--- src/rtl/lab5_mcore_alu_arbiter.sv ---
// rtl/lab5_mcore_alu_arbiter.sv - round-robin arbiter sharing one ALU among NUM_REQS val/rdy requesters
// Two-stage pipeline: S1 holds granted operands, S2 holds the result until the owner accepts it.

module lab2_proc_alu (
   input  logic [31:0] in0,
   input  logic [31:0] in1,
   input  logic [3:0]  fn,
   output logic [31:0] out
);

   always_comb begin
      out = 32'd0;
      case (fn)
         4'd0:    out = in0 + in1;
         4'd1:    out = in0 - in1;
         4'd2:    out = in0 << in1[4:0];
         4'd3:    out = in0 | in1;
         4'd4:    out = {31'd0, $signed(in0) < $signed(in1)};
         4'd5:    out = {31'd0, in0 < in1};
         4'd6:    out = in0 & in1;
         4'd7:    out = in0 ^ in1;
         4'd8:    out = ~(in0 | in1);
         4'd9:    out = in0 >> in1[4:0];
         4'd10:   out = $signed(in0) >>> in1[4:0];
         4'd11:   out = {31'd0, in0 == in1};
         default: out = 32'd0;
      endcase
   end

endmodule

module lab5_mcore_alu_arbiter #(
   parameter int NUM_REQS = 4,
   parameter int IDX_W    = $clog2(NUM_REQS)
) (
   input  logic                   clk,
   input  logic                   reset,
   input  logic [NUM_REQS-1:0]    req_val,
   output logic [NUM_REQS-1:0]    req_rdy,
   input  logic [NUM_REQS*68-1:0] req_msg,
   output logic [NUM_REQS-1:0]    resp_val,
   input  logic [NUM_REQS-1:0]    resp_rdy,
   output logic [31:0]            resp_msg
);

   logic             s1_val;
   logic [IDX_W-1:0] s1_id;
   logic [3:0]       s1_fn;
   logic [31:0]      s1_in0;
   logic [31:0]      s1_in1;

   logic             s2_val;
   logic [IDX_W-1:0] s2_id;
   logic [31:0]      s2_result;

   logic [IDX_W-1:0] rr_ptr;

   logic                s2_go;
   logic                s1_go;
   logic [NUM_REQS-1:0] grant;
   logic [IDX_W-1:0]    grant_id;
   logic                found;
   logic                accept;
   logic [67:0]         sel_msg;
   logic [31:0]         alu_out;

   assign s2_go = !s2_val || resp_rdy[s2_id];
   assign s1_go = !s1_val || s2_go;

   // Scan from rr_ptr upward, wrapping, and stop at the first valid requester.
   always_comb begin
      grant    = '0;
      grant_id = '0;
      found    = 1'b0;
      for (int k = 0; k < NUM_REQS; k++) begin
         int cand;
         cand = int'(rr_ptr) + k;
         if (cand >= NUM_REQS)
            cand = cand - NUM_REQS;
         if (!found && req_val[cand]) begin
            found       = 1'b1;
            grant_id    = IDX_W'(cand);
            grant[cand] = 1'b1;
         end
      end
   end

   assign req_rdy = grant & {NUM_REQS{s1_go}};
   assign accept  = found && s1_go;
   assign sel_msg = req_msg[68*grant_id +: 68];

   lab2_proc_alu alu (
      .in0 (s1_in0),
      .in1 (s1_in1),
      .fn  (s1_fn),
      .out (alu_out)
   );

   always_ff @(posedge clk) begin
      if (reset) begin
         s1_val    <= 1'b0;
         s1_id     <= '0;
         s1_fn     <= 4'd0;
         s1_in0    <= 32'd0;
         s1_in1    <= 32'd0;
         s2_val    <= 1'b0;
         s2_id     <= '0;
         s2_result <= 32'd0;
         rr_ptr    <= '0;
      end else begin
         if (accept) begin
            s1_val <= 1'b1;
            s1_id  <= grant_id;
            s1_fn  <= sel_msg[67:64];
            s1_in0 <= sel_msg[63:32];
            s1_in1 <= sel_msg[31:0];
            rr_ptr <= (grant_id == IDX_W'(NUM_REQS-1)) ? '0 : grant_id + 1'b1;
         end else if (s2_go) begin
            s1_val <= 1'b0;
         end

         if (s1_val && s2_go) begin
            s2_val    <= 1'b1;
            s2_id     <= s1_id;
            s2_result <= alu_out;
         end else if (s2_val && resp_rdy[s2_id]) begin
            s2_val <= 1'b0;
         end
      end
   end

   assign resp_val = s2_val ? (NUM_REQS'(1) << s2_id) : '0;
   assign resp_msg = s2_result;

endmodule

--- config.mk ---
export PLATFORM = sky130hd
export DESIGN_NAME = lab5_mcore_alu_arbiter
export DESIGN_NICKNAME = d
export VERILOG_FILES = /design/src/rtl/lab5_mcore_alu_arbiter.sv
export SDC_FILE = /design/constraint.sdc
export NUM_CORES = 1
export LEC_CHECK = 0
export ABC_CLOCK_PERIOD_IN_PS = 7320
export BUFFER_PORTS_ARGS = -buffer_cell sky130_fd_sc_hd__buf_2
export CAP_MARGIN = 30
export CORE_MARGIN = 2
export CORE_UTILIZATION = 45
export DETAILED_ROUTE_END_ITERATION = 12
export GPL_TIMING_DRIVEN = 1
export PLACE_DENSITY = 0.65
export SLEW_MARGIN = 15
export SYNTH_ARGS = -nofsm -noshare
export SYNTH_HDL_FRONTEND = slang
export SYNTH_SLANG_ARGS = --single-unit
--- constraint.sdc ---
create_clock -name clk -period 7.32 [get_ports clk]
set_input_delay 0.366 -clock clk [delete_from_list [all_inputs] [get_ports clk]]
set_output_delay 0.366 -clock clk [all_outputs]
set_load 0.005 [all_outputs]
==> results of run 1 <==
[worst paths after layout]
kind | start | endpoint | depth (start not counted)
setup / recovery | s1_in1[1] | resp_msg[21] | 10
hold / removal | req_msg[55] | s1_in0[23] | 3
setup reg to reg | s1_in1[1] | resp_msg[21] | 10
hold reg to reg | resp_msg[15] | resp_msg[15] | 2
[sequential cells by signal (all words and copies together), names as in the netlist, named ones only]
register,cells
s2_val,1
s1_in1,32
s1_val,1
rr_ptr,1
s1_id,2
s2_id,2
s1_in0,32
s1_fn,4
resp_msg,32
[power by group through the flow]
stage | Sequential, mW | Clock [mW] | Combinational [mW]
after CTS | 1.40 | 0.555 | 8.63
final | 1.43 | 0.559 | 9.11
after global placement | 1.40 | 0 | 8.55
after floorplan | 1.13 | 0 | 5.93
after detailed placement | 1.41 | 0 | 8.60
after global routing | 1.45 | 0.572 | 9.53
[cell type report]
| type | instances | area (µm²) | share of cell area, % |
|---|---|---|---|
| well taps | 448 | 560.5 | 3.189 |
| clock buffers | 12 | 277.8 | 1.580 |
| flip-flops and latches | 108 | 2172 | 12.36 |
| clock inverters | 4 | 37.54 | 0.2135 |
| inverters | 93 | 349.1 | 1.986 |
| multi-input cells | 1824 | 12070 | 68.66 |
| diodes | 2 | 5.005 | 0.02847 |
| repair buffers | 383 | 2107 | 11.99 |
[cells in the final DEF (no fill, tap or decap), types with 18 or more instances in the layout]
cell and count:
a211oi_1 38, a21oi_1 253, a221oi_1 42, a22oi_1 20, a311oi_1 27, and3_1 29
buf_2 323, buf_4 58, dfxtp_1 104, ha_1 108, inv_1 85, mux2_2 18
mux2i_1 112, mux4_2 37, nand2_1 345, nand3_1 39, nor2_1 201, nor2b_1 20
nor3_1 35, o211ai_1 33, o21ai_0 113, o21ai_1 50, o22ai_1 25
[worst max-delay path, delay by kind of cell (launching register included)]
kind | cells | cell delay [ns]
and+or+nand+nor | 2 | 0.31
DFF | 1 | 0.89
AOI/OAI and AO/OA | 6 | 1.96
buffers and inverters | 1 | 0.66
adders and majority gates | 1 | 0.55
[per-layer routing]
| layer | wire [µm] | GRT usage, % | vias up | share of wire, % |
|---|---|---|---|---|
| met5 | 13 | 0 | - | 0.016 |
| met4 | 5744 | 25.24 | 2 | 7.0 |
| met3 | 11430 | 14.14 | 332 | 14 |
| met2 | 34080 | 66.20 | 1568 | 41 |
| met1 | 31180 | 57.26 | 9275 | 38 |
| li1 | - | - | 8565 | - |
[logic make-up (layout without fill, tap and decap cells)]
family                   after synthesis  count (layout)
adder cells (fa/ha/maj)              110             110
AND/OR/NAND/NOR                      756             756
flip-flops                           108             108
buffers and inverters                277             492
XOR/XNOR                               7               7
AO/OA/AOI/OAI                        780             780
multiplexers                         171             171
other                                  0               2
==> qor.log, run 1 <==
qor: timing.worst_slew_pin_slew 1.144 ns
qor: placed_design.placed_cells_incl_taps 2854
qor: yosys.simple_gate_area_share_of_the_yosys_netlist 21.61%
qor: cts.cts_tree done
qor: critical_path.cp_data_arrival_time 4.82 ns
qor: timing.period_share 61.97%
qor: yosys.synth_area_leader_cell dfxtp_1
qor: drt.post_drt_via_cell_ratio 6.869
qor: floorplan.fp.coreArea 33530 µm²
qor: global_routing.grt_use_total 44.71%
qor: timing.timing.final.crit_period 4.536 ns
qor: global_routing.grt_remaining_overflow 0
qor: timing.timing.slew.headroom 22.92%
qor: finish.layout-drive-gt1-share 20.42%
qor: yosys.synth-seq-area-share 14.09%
qor: yosys.cell_area_after_synthesis 15350 µm²
qor: timing.clock-skew-final 0.01530 ns
qor: global_routing.grt_pass1_wl 118.7 mm
qor: cts.clock_sinks 108
qor: critical_path.critical_path.startpoint_type flop
qor: critical_path.timing_worst_setup_path_type reg2reg
qor: global_routing.pin_count_of_the_biggest_net_entering_global_routing 79
qor: placed_design.hpwl 64.15 mm
qor: critical_path.setup.worst_path.end_class flop
qor: floorplan.fp-row-count 67
qor: finish.final_util 52.43%
qor: cts.cts_repair_resize_count 0
qor: power.power.share.sequential 12.9%
qor: floorplan.die_area 35590 µm²
qor: drt.route.detailed.wl_per_inst 28.69 µm
qor: yosys.commonest_cells_in_the_synthesized_netlist nand2_1, a21oi_1, nor2_1, o21ai_0, mux2i_1
qor: cts.cts.reportedPaths.clkPinSlew 0.09 ns
qor: cts.worst_skew_pair.late_latency 0.39 ns
qor: finish.instances_no_fill 2874
qor: power.pwr-share-comb 82.1%
qor: timing.rsz0062_at_grt false
qor: placed_design.pre_cts_ws 2.982 ns
qor: drt.drt-pass1-iter-count 7
qor: cts.cts_setup_buffers 0
qor: critical_path.cp_max_fo 56
qor: critical_path.crit_path_top_delay_cell dfxtp_4
qor: drt.drt-initial-drc-count 3022
qor: drt.drc 0
qor: power.power.switching_fraction 62.34%
qor: yosys.synth_compound_area_share 32.69%
qor: finish.stdcell_area 17580 µm²
qor: yosys.number_of_register_bits_inferred_by_synthesis 108
qor: power.totalPowerFinal 11.11 mW
qor: power.clock_power_share 5.0%
qor: timing.setup_viol 0
qor: placed_design.placement.io_buffers 321
qor: yosys.synth_ff_type dfxtp_1
qor: cts.cts_buffer_depth 2
qor: cts.cts_buffers 9
qor: yosys.postSynthNetCount 2601
qor: critical_path.cp.required 7.60 ns
qor: yosys.post_synth_main_area_contributors dfxtp_1, ha_1, nand2_1
qor: power.power.density_cell_area 631.8 nW/µm²
qor: drt.route.final.wire_length 82.45 mm
qor: global_routing.number_of_antenna_violations_at_the_first_check_in_global_routing 5
qor: placed_design.gp_routability_congestion 1.150
qor: yosys.synth_cell_types 87
qor: timing.fin_setup_tns 0 ns
qor: critical_path.worst_path_largest_cell_delay 0.89 ns
qor: timing.fin_ws 2.784 ns
qor: power.static-leakage-power 7.502 nW
qor: yosys.postSynthAreaPerCell 6.947 µm²
qor: global_routing.number_of_global_route_vias_before_repair 18031
qor: yosys.synth_top_family_by_area compound AO/OA/AOI/OAI gates
qor: cts.cts.root.buffer_cell clkbuf_16
qor: floorplan.initial_utilization 45.76%
qor: critical_path.cell_by_cell_listing_of_the_critical_path clkinv_1 -> ha_1 -> nor3_1 -> o311ai_1 -> a31oi_1 -> o41ai_1 -> nand2_1 -> a2111o_1 -> a21oi_1 -> a211oi_1
qor: run_status.result_of_the_run finished clean
qor: cts.post_cts_hold_buffer_count 0
qor: yosys.post_synth_fa_ha_maj_area_fraction 9.066%
qor: floorplan.die-width 188.7 µm
qor: power.irDropWorstVdd 0.0002732 V
qor: placed_design.placed_cell_area 17220 µm²
qor: yosys.synth_xor_xnor_area_share 0.3995%
qor: timing.timing_max_transition_violations_final 0
qor: yosys.yosysWarningCount 0
qor: yosys.syn_inst 2209
qor: floorplan.chipHeight 188.7 µm
qor: timing.hold_ws 0.2406 ns
qor: yosys.synthMuxAreaShare 14.42%
qor: cts.ctsHtreeMaxLevel 3
qor: worst_hold_path.timing.hold.worst.class in2reg
qor: finish.design.final.nets 2811
qor: power.power_spent_charging_and_discharging_nets 6.924 mW
qor: finish.syn2layout_area_growth 14.55%
qor: yosys.yosysTopAreaCellShare 14.09%
qor: yosys.number_of_flops_mapped_to_enable_cells_by_yosys 0
qor: yosys.synth.most_common_cell nand2_1
qor: drt.vias 19742
qor: drt.drt.antenna.violating_nets 0
qor: floorplan.num_io_pins 322
qor: critical_path.timing.reg2reg.setup_slack 2.78 ns
qor: finish.fillers 3427
qor: yosys.async_flop_share 0%
qor: timing.timing.fmax 220.4 MHz
qor: power.power.internal 4.183 mW
qor: timing.finalHoldViolations 0
qor: job.maxCapViolations 0
(Power assumes the default switching activity.)
==> inputs of run 2 (changes only) <==
ABC_CLOCK_PERIOD_IN_PS = 3800   (was 7320)
PLACE_DENSITY = 0.67   (was 0.65)
clock period = 3.8 ns   (was 7.32 ns; I/O delays follow)
==> qor.log, run 2 (synthesis gave the netlist of run 1 again) <==
qor: finish.syn2layout_area_growth 22.36%
qor: critical_path.timing_worst_setup_path_type reg2reg
qor: cts.post_cts_hold_buffer_count 0
qor: placed_design.placement.io_buffers 321
qor: timing.setup_viol 0
qor: timing.hold_ws 0.05901 ns
qor: critical_path.cp_max_fo 9
qor: finish.stdcell_area 18780 µm²
qor: critical_path.worstReg2RegStart s1_in0[20]
qor: critical_path.cp.required 4.12 ns
qor: cts.cts.root.buffer_cell clkbuf_16
qor: global_routing.grt_remaining_overflow 0
qor: power.power.internal 9.406 mW
qor: power.power.share.sequential 10.6%
qor: drt.route.final.wire_length 86.71 mm
qor: critical_path.critical_path.startpoint_type flop
qor: timing.timing.final.crit_period 3.573 ns
qor: power.irDropWorstVdd 0.0008669 V
qor: floorplan.die_area 35590 µm²
qor: power.power.switching_fraction 59.57%
qor: cts.cts.reportedPaths.clkPinSlew 0.09 ns
qor: power.power_spent_charging_and_discharging_nets 13.86 mW
qor: global_routing.number_of_global_route_vias_before_repair 19060
qor: power.pwr-share-comb 84.8%
qor: global_routing.pin_count_of_the_biggest_net_entering_global_routing 89
qor: power.clock_power_share 4.7%
qor: placed_design.gp_routability_congestion 1.141
qor: placed_design.placed_cell_area 18450 µm²
qor: global_routing.number_of_antenna_violations_at_the_first_check_in_global_routing 8
qor: critical_path.critical_path.n_buffers_inverters 3
qor: drt.drt.antenna.violating_nets 0
qor: drt.drt-pass1-iter-count 6
qor: floorplan.initial_utilization 45.76%
qor: cts.clock_sinks 108
qor: floorplan.chipHeight 188.7 µm
qor: floorplan.fp.coreArea 33530 µm²
qor: finish.final_util 56.00%
qor: worst_hold_path.worst_hold_startpoint req_msg[47]
qor: finish.layout-drive-gt1-share 24.94%
qor: floorplan.num_io_pins 322
qor: floorplan.fp-row-count 67
qor: critical_path.crit_path_top_delay_cell a2111oi_0
qor: critical_path.setup.worst_path.end_class flop
qor: timing.worst_slew_pin_slew 0.9455 ns
qor: critical_path.cp_data_arrival_time 3.89 ns
qor: finish.design.final.nets 2958
qor: critical_path.cp_endpoint resp_msg[28]
qor: cts.worst_skew_pair.late_latency 0.39 ns
qor: critical_path.r2r.worst_path.cells 12
qor: critical_path.timing.reg2reg.setup_slack 0.23 ns
qor: timing.clock-skew-final 0.01722 ns
qor: cts.cts_buffer_depth 2
qor: critical_path.timing.critical_path.depth 12
qor: timing.timing_max_transition_violations_final 0
qor: timing.finalHoldViolations 0
qor: drt.drt-initial-drc-count 3322
qor: power.static-leakage-power 8.245 nW
qor: cts.cts_buffers 9
qor: critical_path.regToRegEndpoint resp_msg[28]
qor: worst_hold_path.timing.hold.worst.class in2reg
qor: drt.drc 0
qor: cts.ctsHtreeMaxLevel 3
qor: job.maxCapViolations 0
qor: timing.period_share 94.03%
qor: global_routing.grt_pass1_wl 124.8 mm
qor: power.power.density_cell_area 1239 nW/µm²
qor: global_routing.grt_use_total 47.20%
qor: timing.timing.slew.headroom 36.48%
qor: finish.layout_common_cells nand2_1, buf_2, a21oi_1
qor: critical_path.cell_by_cell_listing_of_the_critical_path inv_1 -> ha_1 -> inv_2 -> nor3_1 -> nand4_1 -> a2111oi_0 -> buf_4 -> nor2_1 -> o21ai_1 -> xnor2_1 -> nand3_1 -> o211ai_1
qor: placed_design.hpwl 69.52 mm
qor: cts.cts_tree done
qor: drt.vias 20392
qor: critical_path.worst_path_largest_cell_delay 0.81 ns
qor: critical_path.cp_top_family compound AO/OA/AOI/OAI gates
qor: timing.timing.fmax 279.9 MHz
qor: run_status.result_of_the_run finished clean
qor: critical_path.setup.worst_path.start s1_in0[20]
qor: timing.fin_setup_tns 0 ns
qor: finish.final_common_cell nand2_1
qor: drt.post_drt_via_cell_ratio 6.741
qor: drt.route.detailed.wl_per_inst 28.66 µm
qor: floorplan.die-width 188.7 µm
qor: timing.rsz0062_at_grt false
## run 2: worst min-delay path by stage
stage,end,slack [ns],depth (start not counted)
6_report,s1_in0[15],0.06,3
5_1_grt,s1_in0[27],0.07,3
4_1_cts,s1_in0[15],0.06,3
3_5_place_dp,resp_msg[11],0.44,2
3_3_place_gp,resp_msg[11],0.43,2
2_1_floorplan,s1_val,0.36,2
## run 2: cell type report
class	instances	area, µm²
flip-flops and latches	108	2173
clock inverters	5	67.56
diodes	7	17.52
fillers	3313	14760
inverters	93	349.1
repair buffers	530	3313
clock buffers	10	239.0
well taps	448	560.5
multi-input cells	1824	12060
## run 2: power groups by stage
stage / clock network, mW / registers (mW) / logic (mW)
final: 1.08 / 2.46 / 19.7
after floorplan: 0 / 2.18 / 11.4
after CTS: 1.07 / 2.39 / 18.8
after detailed placement: 0 / 2.41 / 18.7
after global routing: 1.12 / 2.48 / 20.6
after global placement: 0 / 2.41 / 18.6
## run 2: per-layer routing
| metal | vias up | part of all wire [%] | global-route usage, % |
|---|---|---|---|
| li1 | 8866 | - | - |
| met4 | 2 | 8.5 | 32.00 |
| met5 | - | 0.016 | 0 |
| met2 | 1662 | 42 | 72.67 |
| met1 | 9492 | 36 | 57.76 |
| met3 | 370 | 13 | 12.27 |
## run 2: worst min-delay path, stage by stage
cell and delay, ns:
buf_2 0.07, mux2i_1 0.05, o21ai_1 0.10
## run 2: timing repair
| action | 4_1_cts | 5_1_grt |
|---|---|---|
| endpoints found under the setup margin | 0 | 5 |
| resized for setup | 0 | 1 |
| buffers inserted | 0 | 0 |
## run 2: metrics by stage
step	power, mW	std cells	worst slack [ns]
after floorplan	13.61	2209	0.3192
after global placement	20.98	3003	0.3550
after detailed placement	21.12	3003	0.2391
after CTS	22.24	3018	0.1724
after global routing	24.17	3023	0.2066
final	23.26	3025	0.2270
